[src/rtl/div_share_arb.sv]
// Round-robin arbiter that time-shares one multicycle divider between N_REQ requesters.
// Zero operands are answered directly; a watchdog aborts a divider that never reports done.
module div_share_arb #(
    parameter int N_REQ   = 4,
    parameter int N_BITS  = 32,
    parameter int TIMEOUT = 64
) (
    input  logic                      clk_i,
    input  logic                      rst_n_i,
    input  logic [N_REQ-1:0]          req_valid_i,
    output logic [N_REQ-1:0]          req_ready_o,
    input  logic [N_REQ*N_BITS-1:0]   req_n_i,
    input  logic [N_REQ*N_BITS-1:0]   req_d_i,
    output logic [N_REQ-1:0]          rsp_valid_o,
    input  logic [N_REQ-1:0]          rsp_ready_i,
    output logic [N_BITS-1:0]         rsp_q_o,
    output logic [N_BITS-1:0]         rsp_r_o,
    output logic                      rsp_dz_o,
    output logic                      rsp_err_o,
    output logic                      div_en_o,
    output logic [N_BITS-1:0]         div_n_o,
    output logic [N_BITS-1:0]         div_d_o,
    input  logic [N_BITS-1:0]         div_q_i,
    input  logic [N_BITS-1:0]         div_r_i,
    input  logic                      div_valid_i
);
    localparam int IW = (N_REQ > 1) ? $clog2(N_REQ) : 1;
    localparam int CW = $clog2(TIMEOUT + 1);

    typedef enum logic [1:0] {IDLE, BUSY, RESP} state_t;

    state_t                          state, state_nxt;
    logic [IW-1:0]                   ptr, gnt, gidx, ptr_nxt;
    logic                            found;
    int                              idx;
    logic [N_REQ-1:0][N_BITS-1:0]    n_arr, d_arr;
    logic [N_BITS-1:0]               sel_n, sel_d;
    logic [CW-1:0]                   cnt;
    logic                            cnt_hit;
    logic                            zero_op;
    logic [N_BITS-1:0]               q_reg, r_reg, dn_reg, dd_reg;
    logic                            dz_reg, err_reg;

    assign n_arr   = req_n_i;
    assign d_arr   = req_d_i;
    assign sel_n   = n_arr[gnt];
    assign sel_d   = d_arr[gnt];
    assign zero_op = (sel_d == '0) || (sel_n == '0);
    assign cnt_hit = (cnt == CW'(TIMEOUT - 1));
    assign ptr_nxt = (gnt == IW'(N_REQ - 1)) ? '0 : gnt + 1'b1;

    // First valid requester at or after ptr, wrapping around.
    always_comb begin
        found = 1'b0;
        gnt   = '0;
        idx   = 0;
        for (int i = 0; i < N_REQ; i++) begin
            idx = int'(ptr) + i;
            if (idx >= N_REQ) idx = idx - N_REQ;
            if (!found && req_valid_i[idx]) begin
                found = 1'b1;
                gnt   = IW'(idx);
            end
        end
    end

    always_ff @(posedge clk_i) begin
        if (!rst_n_i) state <= IDLE;
        else          state <= state_nxt;
    end

    always_comb begin
        state_nxt = state;
        case (state)
            IDLE: if (found) state_nxt = zero_op ? RESP : BUSY;
            BUSY: if (div_valid_i || cnt_hit) state_nxt = RESP;
            RESP: if (rsp_ready_i[gidx]) state_nxt = IDLE;
            default: state_nxt = IDLE;
        endcase
    end

    always_comb begin
        req_ready_o = '0;
        rsp_valid_o = '0;
        div_en_o    = 1'b0;
        case (state)
            IDLE: if (found && rst_n_i) req_ready_o[gnt] = 1'b1;
            BUSY: div_en_o = 1'b1;
            RESP: rsp_valid_o[gidx] = 1'b1;
            default: ;
        endcase
    end

    // Divider operands are only loaded on a real divide, so they hold across shortcuts.
    always_ff @(posedge clk_i) begin
        if (!rst_n_i) begin
            ptr     <= '0;
            gidx    <= '0;
            cnt     <= '0;
            dn_reg  <= '0;
            dd_reg  <= '0;
            q_reg   <= '0;
            r_reg   <= '0;
            dz_reg  <= 1'b0;
            err_reg <= 1'b0;
        end else begin
            case (state)
                IDLE: if (found) begin
                    gidx <= gnt;
                    ptr  <= ptr_nxt;
                    if (zero_op) begin
                        q_reg   <= '0;
                        r_reg   <= '0;
                        dz_reg  <= (sel_d == '0);
                        err_reg <= 1'b0;
                    end else begin
                        dn_reg <= sel_n;
                        dd_reg <= sel_d;
                        cnt    <= '0;
                    end
                end
                BUSY: begin
                    if (div_valid_i) begin
                        q_reg   <= div_q_i;
                        r_reg   <= div_r_i;
                        dz_reg  <= 1'b0;
                        err_reg <= 1'b0;
                    end else if (cnt_hit) begin
                        q_reg   <= '0;
                        r_reg   <= '0;
                        dz_reg  <= 1'b0;
                        err_reg <= 1'b1;
                    end else begin
                        cnt <= cnt + 1'b1;
                    end
                end
                default: ;
            endcase
        end
    end

    assign rsp_q_o   = q_reg;
    assign rsp_r_o   = r_reg;
    assign rsp_dz_o  = dz_reg;
    assign rsp_err_o = err_reg;
    assign div_n_o   = dn_reg;
    assign div_d_o   = dd_reg;

endmodule
[config.mk]
export PLATFORM = sky130hd
export DESIGN_NAME = div_share_arb
export DESIGN_NICKNAME = d
export VERILOG_FILES = /design/src/rtl/div_share_arb.sv
export SDC_FILE = /design/constraint.sdc
export NUM_CORES = 1
export LEC_CHECK = 0
export CORE_AREA = 2 2 184 186
export DETAILED_ROUTE_END_ITERATION = 12
export DIE_AREA = 0 0 186 188
export PLACE_DENSITY = 0.64
export SLEW_MARGIN = 20
export SYNTH_ARGS = -nofsm -noshare
export SYNTH_HDL_FRONTEND = slang
export SYNTH_SLANG_ARGS = --single-unit
[constraint.sdc]
create_clock -name clk_i -period 9.7 [get_ports clk_i]
set_input_delay 1.94 -clock clk_i [delete_from_list [all_inputs] [get_ports clk_i]]
set_output_delay 1.94 -clock clk_i [all_outputs]
set_load 0.02 [all_outputs]
# Word-level counts from Yosys, hierarchy flattened
# Cells that the tools add are included.
totals:
  inputBits: 331
  output_inout_bits: 139
  ff_bits: 143
  word_cells: 130
op_classes:
  magnitude_cmp: 12
  add_sub_neg: 9
  reduce_logical: 20
  bitwise: 1
  muxes: 66
  n_eq_ne: 12
op_table:
  columns: ["op", "n"]
  rows:
  - ["two-way mux 32 bit", 11]
  - ["binary-select mux 32 bit (select 2 bit)", 2]
  - ["< comparator 32 x 4 -> 1 bit, second input constant", 4]
  - ["case mux 32 bit (2 select lines)", 2]
  - ["logical NOT 32 bit", 2]
  - ["two-way mux 7 bit", 4]
  - ["two-way mux 1 bit", 24]
  - ["two-way mux 2 bit", 9]
  - ["!= test 2 bit, second input constant", 7]
  - ["case mux 7 bit (2 select lines)", 1]
  - ["two-way mux 4 bit", 3]
  - ["subtractor 3 x 3 -> 4 bit, second input constant", 3]
  - ["binary-select mux 1 bit (select 2 bit)", 5]
  - ["greater-or-equal comparator 3 bit, second input constant", 3]
  - ["adder 7 x 1 -> 7 bit, second input constant", 1]
  - ["equality test 7 x 6 -> 1 bit, second input constant", 1]
  - ["adder 2 x 2 -> 3 bit, second input constant", 2]
  - ["logical AND 1 bit", 6]
  - ["< comparator 2 x 3 -> 1 bit, second input constant", 2]
  - ["case mux 2 bit (3 select lines)", 1]
  - ["AND reduction 3 bit", 2]
  - ["AND reduction 5 bit", 1]
  - ["demux 1 bit (select 2 bit)", 2]
  - ["equality test 2 bit, second input constant", 2]
  - ["other kinds (15)", 20]

# Logic depth before layout (Yosys ltp)
# Gate-level depths: netlist of the first run.
logic_depth:
  ltp_word: 22
  depth_mapped: 17
  depth_no_buf: 11

# Least setup slack after synthesis of the first run
# Ideal clock, no wire load.
synth_path:
  path_kind: "input to output"
  from: "input req_valid_i[2]"
  to: "output req_ready_o[0]"
  n_path_buf: 2
  required_time_ns: 7.760
  t_arrival_ns: 3.622
  cell_stages: 7
  path_slack_ns: 4.138
  path_cell_list: "nor2b_1 > a211o_1 > nand2_1 > clkbuf_1 > clkbuf_1 > ha_1 > and3_1"
synth_via:
  elab_chain_len: 19
  elab_cells_between_ends: 34
  cone_classes: "order compare (2); mux (24); reduce/logical (8)"
synth_rtl:
  columns: ["item", "line", "source"]
  rows:
  - ["start: declaration", "10", "input logic [N_REQ-1:0] req_valid_i,"]
  - ["binary-select mux 1 bit (select 2 bit)", "60", "if (!found && req_valid_i[idx]) begin"]
  - ["two-way mux 1 bit (implied by the code) (2 in series)", "60", null]
  - ["two-way mux 1 bit", "60", null]
  - ["logical NOT 1 bit", "60", null]
  - ["logical AND 1 bit", "60", null]
  - ["two-way mux 1 bit", "60", null]
  - ["logical NOT 1 bit", "60", null]
  - ["logical AND 1 bit", "60", null]
  - ["[... 2 more ...]", null, null]
  - ["logical AND 1 bit", "60", null]
  - ["two-way mux 2 bit", "60", null]
  - ["< comparator 2 x 3 -> 1 bit (implied by the code) / greater-or-equal comparator 2 x 1 -> 1 bit (equally long branches)", "87", "IDLE: if (found && rst_n_i) req_ready_o[gnt] = 1'b1;"]
  - ["logical AND 1 bit (implied by the code)", "87", null]
  - ["two-way mux 1 bit (implied by the code)", "87", null]
  - ["demux 1 bit (select 2 bit)", "87", null]
  - ["two-way mux 4 bit *", "87", null]
  - ["two-way mux 4 bit *", "86", "case (state)"]
  - ["end: declaration", "11", "output logic [N_REQ-1:0] req_ready_o,"]
# Every way passes the cells marked *; elsewhere a longest branch is shown, timed or not. The select of a mux whose other input is x is not followed.

# Worst setup path after layout of the first run
layout_path:
  from: "input req_valid_i[2]"
  to: "output req_ready_o[2]"
# The elaborated chain is that of the path after synthesis.

==> impl_metrics.tcl, run 1 <==
set metrics [dict create \
    cts_tree "yes" \
    p_sw_frac 0.413 \
    max-slew-margin-rel 0.281 \
    cp_max_fo 47 \
    rr_startpoint "ptr[0]" \
    synth.net_count 1426 \
    synth-seq-cells 143 \
    track_usage 0.223 \
    rsz0062_at_grt "no" \
    switchingPower_mw 1.27 \
    yosysTopAreaCellShare 0.320 \
    viasPerCell 5.31 \
    crit_path_top_delay_cell "a211o_2" \
    power_density_nw_per_um2 213 \
    vias 10230 \
    crit_chain "clkdlybuf4s50_1 > nor2b_1 > a211o_2 > nand2_2 > inv_1 > ha_1 > and3_1 > clkdlybuf4s50_1" \
    cts_root_buf "clkbuf_16" \
    drv_cap 0 \
    seq_area_sq_um 2870 \
    grt_pass1_vias 10048 \
    drtPass1Iterations 5 \
    synth_fa_ha_area_frac 0.00699 \
    cts_resized 0 \
    antennaDiodeCount 0 \
    synth_compound_area_frac 0.281 \
    arrival_ps 5840 \
    die_x_um 186 \
    wl_per_cell_um 21.1 \
    wirelength_mm 40.7 \
    critPathMostFrequentCell "clkdlybuf4s50_1" \
    grt_pass1_wl_mm 60.2 \
    timing.final.crit_share 0.802 \
    initial_core_util 0.270 \
    core_sq_um 33100 \
    synth-xor-area-share 0.00294 \
    timing.fmax_mhz 128 \
    cpLargestDelayFamily "buffers and inverters" \
    synthSimpleGateAreaFrac 0.284 \
    worst_ep_required_time_ps 7760 \
    ys_top_cells_by_area "dfxtp_1 (32%), and3_1 (7.8%), a22o_1 (6.3%), a221o_1 (4.9%), nand2_1 (4.3%)" \
    syn2layout_area_growth_pct 61.6 \
    muxShareOfSynthArea 0.0361 \
    hp-class "reg -> reg" \
    final.setup_skew_ps 11.7 \
    setup_viol 0 \
    min_from "div_n_o[5]" \
    avgSynthCellArea_sq_um 8.21 \
    path_buf_inv 3 \
    drc_errors 0 \
    postRouteAntennaNets 0 \
    overflow 0 \
    fin_nets 1802 \
    synthArstFlopShare 0 \
    crit_path_end_kind "output pin" \
    yosysSeqAreaShare 0.320 \
    crit_type "in -> out" \
    combPwrFrac 0.519 \
    hold_viol_final 0 \
    status "finished, final reports clean" \
    synth_flop_cell "dfxtp_1" \
    antenna_found_initial 0 \
    finalCriticalPeriod_ps 7780 \
    fin_ws_ps 1920 \
    fill_cells 3258 \
    portBuffers 469 \
    hold_buffers 0 \
    yosys_warnings 0 \
    synth_edf_count 0 \
    numCtsBuffers 17 \
    die_area_sq_um 35000 \
    drt_iter0_markers 514 \
    netlist_area_sq_um 8950 \
    cts_setup_buffers 0 \
    clock_latency_ps 420 \
    instances_no_fill 1927 \
    multiInputGateArea_sq_um 5530 \
    rows 67 \
    grt_max_degree 115 \
    cp_slowest_stage_delay_ps 870 \
    fp.dieH_um 188 \
    cts_sinks 143 \
    drive_gt1_frac 0.0588 \
    yosysTopAreaCell "dfxtp_1" \
    htree_levels 4 \
    p_leak_nw 5.42 \
    yosysUniqueCellTypes 57 \
    clk_pin_slew_ps 70 \
    final.setup.tns_ps 0 \
    hpwl_mm 30.4 \
    ios 470 \
    synth_top_family_by_area "simple AND/OR/NAND/NOR gates" \
    dp_cells 1895 \
    syn_inst 1090 \
    start_kind "input port" \
    startpoint "req_valid_i[2]" \
    pwr-share-seq 0.258 \
    power.internal_mw 1.80 \
    worst_pin_slew_ps 1080 \
    pre_cts_ws_ps 1520 \
    irDropWorstVdd_mv 0.113 \
    place.gp.congestion 0.865 \
    clock_power_share 0.223 \
    drv_slew 0 \
    cts.path.max_buffers 2 \
]
==> Yosys cell counts (7+ instances only) <==
cell	n
o32ai_1	40
nor2_2	9
inv_1	15
buf_2	18
nand4_1	10
a22oi_1	8
o41ai_1	7
nor2_1	36
buf_1	10
or4_1	7
nand2_1	103
mux2_4	8
a21oi_1	54
o21ai_0	9
nand3_1	16
and3_1	111
nand2b_1	35
a22o_1	64
a221o_1	44
nor3b_1	47
mux2i_1	18
a211oi_1	16
nor4_1	48
buf_6	7
a21boi_0	44
clkbuf_1	93
dfxtp_1	143
==> cell families (layout without fill, tap and decap cells) <==
logic type	after synthesis	count (layout)
buffers and inverters	144	533
muxes	27	27
AOI/OAI and AO/OA	320	320
adders and majority gates	5	5
and+or+nand+nor	448	448
xor gates and xnor gates	3	3
DFF	143	143
==> state kept, by name, summed over array words and instances (netlist names) <==
register and flops:
div_d_o 32, div_n_o 32, rsp_q_o 32, rsp_r_o 32
cnt 7, gidx 2, ptr 2, state 2
rsp_dz_o 1, rsp_err_o 1
==> worst paths after layout <==
check	endpoint	slack [ps]	cells after the start
worst max-delay path	req_ready_o[2]	1920	8
worst min-delay path	div_n_o[5]	460	2
worst max register to register	cnt[4]	3770	11
worst min register to register	div_n_o[5]	460	2
==> tightest hold or removal path: stages (launching register included) <==
cell and delay, ps:
dfxtp_1 310, nand2_1 50, a21oi_1 50
==> placed cells by master (no fill, tap or decap), types with 9 or more instances in the layout <==
cell and count:
clkdlybuf4s50_1 469, buf_4 14, nor4_1 48, inv_1 14, nand2b_1 35, and3_1 110
mux2i_1 18, clkbuf_16 17, nor2_1 35, a21oi_1 53, nand3_1 15, dfxtp_1 142
a221o_1 44, nand2_1 102, nand4_1 10, nor3b_1 47, o32ai_1 40, o21ai_0 9
a21boi_0 44, a211oi_1 16, a22o_1 64
==> power by group through the flow <==
stage | registers, mW | clock network (mW) | logic, mW
2_1_floorplan | 0.894 | 0 | 0.858
3_3_place_gp | 0.803 | 0 | 1.58
3_5_place_dp | 0.807 | 0 | 1.60
4_1_cts | 0.795 | 0.703 | 1.60
5_1_grt | 0.808 | 0.726 | 1.72
6_report | 0.794 | 0.685 | 1.60
==> metrics by stage <==
stage               total power, mW   util  hold slack [ps]  instance area (sq um)
global placement               2.38  0.417              436                  13800
floorplan                      1.75      -              460                   8950
finish                         3.08  0.437              456                  14500
global route                   3.25  0.437              480                  14500
detailed placement             2.40  0.419              446                  13900
CTS                            3.10  0.437              455                  14500
==> cell type report <==
type | count | share of cell area
clock buffer | 17 | 0.0294
tap | 448 | 0.0388
sequential | 143 | 0.198
timing repair buffer | 485 | 0.335
multi-input combinational | 803 | 0.383
clock inverter | 15 | 0.0119
inverter | 16 | 0.00415
==> metal layers <==
metal,global-route usage,up-vias,wire (um),share of wire
li1,-,4911,-,-
met1,0.266,4865,16700,0.41
met2,0.391,408,19800,0.49
met3,0.0585,46,3350,0.082
met4,0.0648,0,942,0.023
met5,0,-,0,0
Power figures use the tool's default switching activity.
==> inputs of run 2 (changes only) <==
--- a/config.mk
+++ b/config.mk
@@ -8,7 +8,7 @@
 export CORE_AREA = 2 2 184 186
 export DETAILED_ROUTE_END_ITERATION = 12
 export DIE_AREA = 0 0 186 188
-export PLACE_DENSITY = 0.64
+export PLACE_DENSITY = 0.66
 export SLEW_MARGIN = 20
 export SYNTH_ARGS = -nofsm -noshare
 export SYNTH_HDL_FRONTEND = slang
==> constraint.sdc (replaced) <==
create_clock -name clk_i -period 7.1 [get_ports clk_i]
set_input_delay 1.42 -clock clk_i [delete_from_list [all_inputs] [get_ports clk_i]]
set_output_delay 1.42 -clock clk_i [all_outputs]
set_load 0.02 [all_outputs]
==> run 2 against run 1 <==
Cell count rose by 0.26%. Sequential power grew 36%. Critical path depth rose by 1. Power up 38%. Via count grew 0.56%. Global-route usage is 0.43 points lower. Hold slack about the same. Combinational power up 38%. Worst setup slack lost 960 ps. Routed wire length decreased by 1.3%. Critical path type unchanged. Largest cell class unchanged. Largest power group unchanged.
==> impl_metrics.tcl, run 2 (same netlist as run 1, synthesis figures left out) <==
set metrics [dict create \
    status "finished, final reports clean" \
    numCtsBuffers 17 \
    place.gp.congestion 0.859 \
    vias 10287 \
    drv_slew 0 \
    p_leak_nw 5.46 \
    irDropWorstVdd_mv 0.139 \
    cp_slowest_stage_delay_ps 680 \
    wl_per_cell_um 20.8 \
    antenna_found_initial 0 \
    final.setup.tns_ps 0 \
    finalCriticalPeriod_ps 6140 \
    postRouteAntennaNets 0 \
    drt_iter0_markers 602 \
    clk_pin_slew_ps 70 \
    cts_setup_buffers 0 \
    htree_levels 4 \
    final.setup_skew_ps 11.6 \
    drc_errors 0 \
    cts_tree "yes" \
    crit_path_top_delay_cell "nor4b_2" \
    rsz0062_at_grt "no" \
    initial_core_util 0.270 \
    clock_latency_ps 430 \
    portBuffers 469 \
    hold_viol_final 0 \
    drive_gt1_frac 0.0633 \
    ios 470 \
    drv_cap 0 \
    ff2ff_setup_slack_ps 2190 \
    worst_pin_slew_ps 966 \
    fin_nets 1807 \
    timing.final.crit_share 0.865 \
    final_cell_mix "clkdlybuf4s50_1 (468), dfxtp_1 (142), and3_1 (110), nand2_1 (102), a22o_1 (64)" \
    power_density_nw_per_um2 292 \
    cts_root_buf "clkbuf_16" \
    track_usage 0.219 \
    whs_ps 456 \
    start_kind "input port" \
    fp.dieH_um 188 \
    grt_pass1_wl_mm 58.6 \
    hpwl_mm 30.4 \
    overflow 0 \
    crit_chain "clkdlybuf4s50_1 > nor2b_4 > buf_4 > nor4b_2 > nor2_2 > inv_2 > ha_1 > and3_1 > clkdlybuf4s50_1" \
    layout.cells.most_common "clkdlybuf4s50_1" \
    hp-class "reg -> reg" \
    cts_resized 0 \
    cts.path.max_buffers 2 \
    syn2layout_area_growth_pct 62.6 \
    timing.fmax_mhz 163 \
    wirelength_mm 40.2 \
    critPathMostFrequentCell "clkdlybuf4s50_1" \
    rows 67 \
    crit_path_end_kind "output pin" \
    viasPerCell 5.32 \
    antennaDiodeCount 0 \
    cp_max_fo 34 \
    hold_buffers 0 \
    grt_pass1_vias 9931 \
    cts_sinks 143 \
    arrival_ps 4720 \
    core_sq_um 33100 \
    die_area_sq_um 35000 \
    worst_ep_required_time_ps 5680 \
    die_x_um 186 \
    grt_max_degree 113 \
    max-slew-margin-rel 0.351 \
    crit_type "in -> out" \
    setup_viol 0 \
    drtPass1Iterations 5 \
]
==> run 2: final timing paths <==
| kind | start | endpoint | cells past startpoint |
|---|---|---|---|
| max | req_valid_i[3] | req_ready_o[1] | 9 |
| max reg2reg | ptr[0] | div_n_o[18] | 11 |
| min | div_d_o[25] | div_d_o[25] | 2 |
| min reg2reg | div_d_o[25] | div_d_o[25] | 2 |
==> run 2: where the power goes <==
part | total (mW) | switching (mW) | internal, mW
clock network | 0.964 | 0.399 | 0.566
registers | 1.08 | 0.124 | 0.958
logic | 2.20 | 1.21 | 0.991
==> run 2: per-stage QoR <==
| step | cell area [sq um] | instances | setup WS, ps | total power, mW | utilization |
|---|---|---|---|---|---|
| floorplan | 8950 | 1090 | 2280 | 2.39 | - |
| global placement | 13900 | 1900 | 598 | 3.28 | 0.420 |
| detailed placement | 13900 | 1900 | 511 | 3.31 | 0.420 |
| CTS | 14500 | 1932 | 855 | 4.29 | 0.439 |
| global route | 14500 | 1932 | 739 | 4.50 | 0.439 |
| finish | 14500 | 1932 | 959 | 4.25 | 0.439 |
==> run 2: critical path: cells and delay by family <==
family / cells / cell delay (ps)
AND/OR/NAND/NOR: 4 / 1030
buffers and inverters: 4 / 1970
adder cells (fa/ha/maj): 1 / 270
==> run 2: layout make-up <==
class	instances	area, sq um
sequential	143	2870
clock buffer	17	425
inverter	16	60.1
clock inverter	15	198
multi-input combinational	803	5550
fill	3201	18600
tap	448	561
timing repair buffer	490	4890
==> run 2: layer usage <==
| layer | vias to the layer above | routed length [um] | global-route usage |
|---|---|---|---|
| met2 | 432 | 19800 | 0.384 |
| met1 | 4881 | 16400 | 0.261 |
| li1 | 4924 | - | - |
| met4 | 0 | 962 | 0.0718 |
| met3 | 50 | 3080 | 0.0501 |
| met5 | - | 0 | 0 |
==> inputs of run 3 (changes only) <==
--- a/config.mk
+++ b/config.mk
@@ -8,8 +8,8 @@
 export CORE_AREA = 2 2 184 186
 export DETAILED_ROUTE_END_ITERATION = 12
 export DIE_AREA = 0 0 186 188
-export PLACE_DENSITY = 0.66
-export SLEW_MARGIN = 20
+export PLACE_DENSITY_LB_ADDON = 0.25
+export SLEW_MARGIN = 10
 export SYNTH_ARGS = -nofsm -noshare
 export SYNTH_HDL_FRONTEND = slang
 export SYNTH_SLANG_ARGS = --single-unit
==> run 3 against run 2 <==
Clock-buffer cell count is 1 higher. Global-route usage is 0.13 points lower. Routed wire length down 0.79%. Critical path type is now in -> reg. First-iteration DRC count rose by 10%. Combinational power down 2%. Hold slack got worse by 2.0 ps. Maximum frequency up 2.3%. Critical path depth is 4 higher. Clock skew is 3.6 ps lower.
==> impl_metrics.tcl, run 3 (same netlist as run 1, synthesis figures left out) <==
set metrics [dict create \
    core_sq_um 33100 \
    hold_viol_final 0 \
    fin_ws_ps 1100 \
    numCtsBuffers 17 \
    clock_latency_ps 430 \
    antenna_found_initial 8 \
    postRouteAntennaNets 0 \
    grt_pass1_vias 9823 \
    cts_tree "yes" \
    drv_slew 0 \
    hp-class "reg -> reg" \
    status "finished, final reports clean" \
    start_kind "input port" \
    pre_cts_ws_ps 692 \
    htree_levels 4 \
    track_usage 0.218 \
    path_buf_inv 3 \
    dp_cells 1907 \
    final_cell_mix "clkdlybuf4s50_1 (469), dfxtp_1 (142), and3_1 (110), nand2_1 (102), a22o_1 (64)" \
    cpLargestDelayFamily "simple AND/OR/NAND/NOR gates" \
    drive_gt1_frac 0.0664 \
    p_leak_nw 5.49 \
    postLayoutCoreUtil 0.441 \
    worst_pin_slew_ps 1220 \
    critPathMostFrequentCell "or4_1" \
    cts.path.max_buffers 2 \
    cp_slowest_stage_delay_ps 830 \
    rsz0062_at_grt "no" \
    crit_path_end_kind "flop" \
    wl_per_cell_um 20.5 \
    max-slew-margin-rel 0.187 \
    final.setup_skew_ps 8.01 \
    crit_type "in -> reg" \
    cp_max_fo 65 \
    wirelength_mm 39.9 \
    timing.fmax_mhz 167 \
    portBuffers 469 \
    power_density_nw_per_um2 292 \
    layout.cells.most_common "clkdlybuf4s50_1" \
    clk_pin_slew_ps 70 \
    drv_cap 0 \
    drtPass1Iterations 5 \
    hold_buffers 0 \
    min_from "div_n_o[14]" \
    vias 10314 \
    arrival_ps 6320 \
    timing.final.crit_share 0.845 \
    startpoint "req_valid_i[1]" \
    die_area_sq_um 35000 \
    fp.dieH_um 188 \
    irDropWorstVdd_mv 0.125 \
    worst_ep_required_time_ps 7420 \
    drc_errors 0 \
    setup_viol 0 \
    grt_pass1_wl_mm 58.1 \
    syn2layout_area_growth_pct 63.3 \
    fin_nets 1814 \
    grt_max_degree 102 \
    cts_sinks 143 \
    final.setup.tns_ps 0 \
    crit_path_top_delay_cell "or4_4" \
    cts_resized 0 \
    rr_startpoint "ptr[1]" \
    place.gp.congestion 0.891 \
    rows 67 \
    cts_setup_buffers 0 \
    viasPerCell 5.31 \
    p_total_mw 4.27 \
    crit_chain "clkdlybuf4s50_1 > nor2b_1 > or4_4 > buf_12 > and3_1 > a211oi_1 > o22ai_1 > or4_1 > or4_1 > nand3_1 > a21oi_4 > buf_4 > a22o_1" \
    cts_root_buf "clkbuf_16" \
    ios 470 \
    hpwl_mm 30.4 \
    initial_core_util 0.270 \
    drt_iter0_markers 665 \
    overflow 0 \
    finalCriticalPeriod_ps 6000 \
    die_x_um 186 \
    instances_no_fill 1941 \
]
==> run 3: final cells by class <==
cell class	count	area (sq um)
fillers	3245	18500
clock inverters	14	201
flip-flops and latches	143	2870
diodes	2	5.00
multi-input cells	803	5530
well taps	448	561
repair buffers	497	4930
clock buffers	18	450
inverters	16	60.1
==> run 3: worst reg2reg max path: stages, from the launching register on <==
cell and delay [ps]:
dfxtp_4 980, or4b_4 870, and3_1 340, o32ai_1 520, nand4_1 140, or4_1 600, or4_1 620, nand3_1 230
a21oi_4 300, buf_4 360, a22o_1 210
==> run 3: metal layers <==
metal | global-route usage | vias up | share of wire
li1 | - | 4951 | -
met2 | 0.369 | 454 | 0.48
met5 | 0 | - | 0.0019
met3 | 0.0709 | 67 | 0.091
met1 | 0.255 | 4830 | 0.40
met4 | 0.0787 | 12 | 0.030
==> run 3: stage by stage <==
step                instance area, sq um  hold WS [ps]
floorplan                           8950           460
global placement                   13900           442
detailed placement                 13900           446
CTS                                14600           459
global route                       14600           472
finish                             14600           454
==> run 3: power breakdown <==
part           leakage [nW]  switching [mW]  internal (mW)  total [mW]
Clock                 0.313           0.387          0.615        1.00
Sequential             1.17           0.159          0.958        1.12
Combinational          4.01            1.14           1.00        2.15
==> run 3: path summary, 6_finish.rpt <==
| check | endpoint | slack (ps) | cells after the start |
|---|---|---|---|
| worst min register to register | div_n_o[14] | 450 | 2 |
| worst min-delay path | div_n_o[14] | 450 | 2 |
| worst max register to register | rsp_r_o[31] | 1820 | 10 |
| worst max-delay path | rsp_r_o[31] | 1100 | 13 |
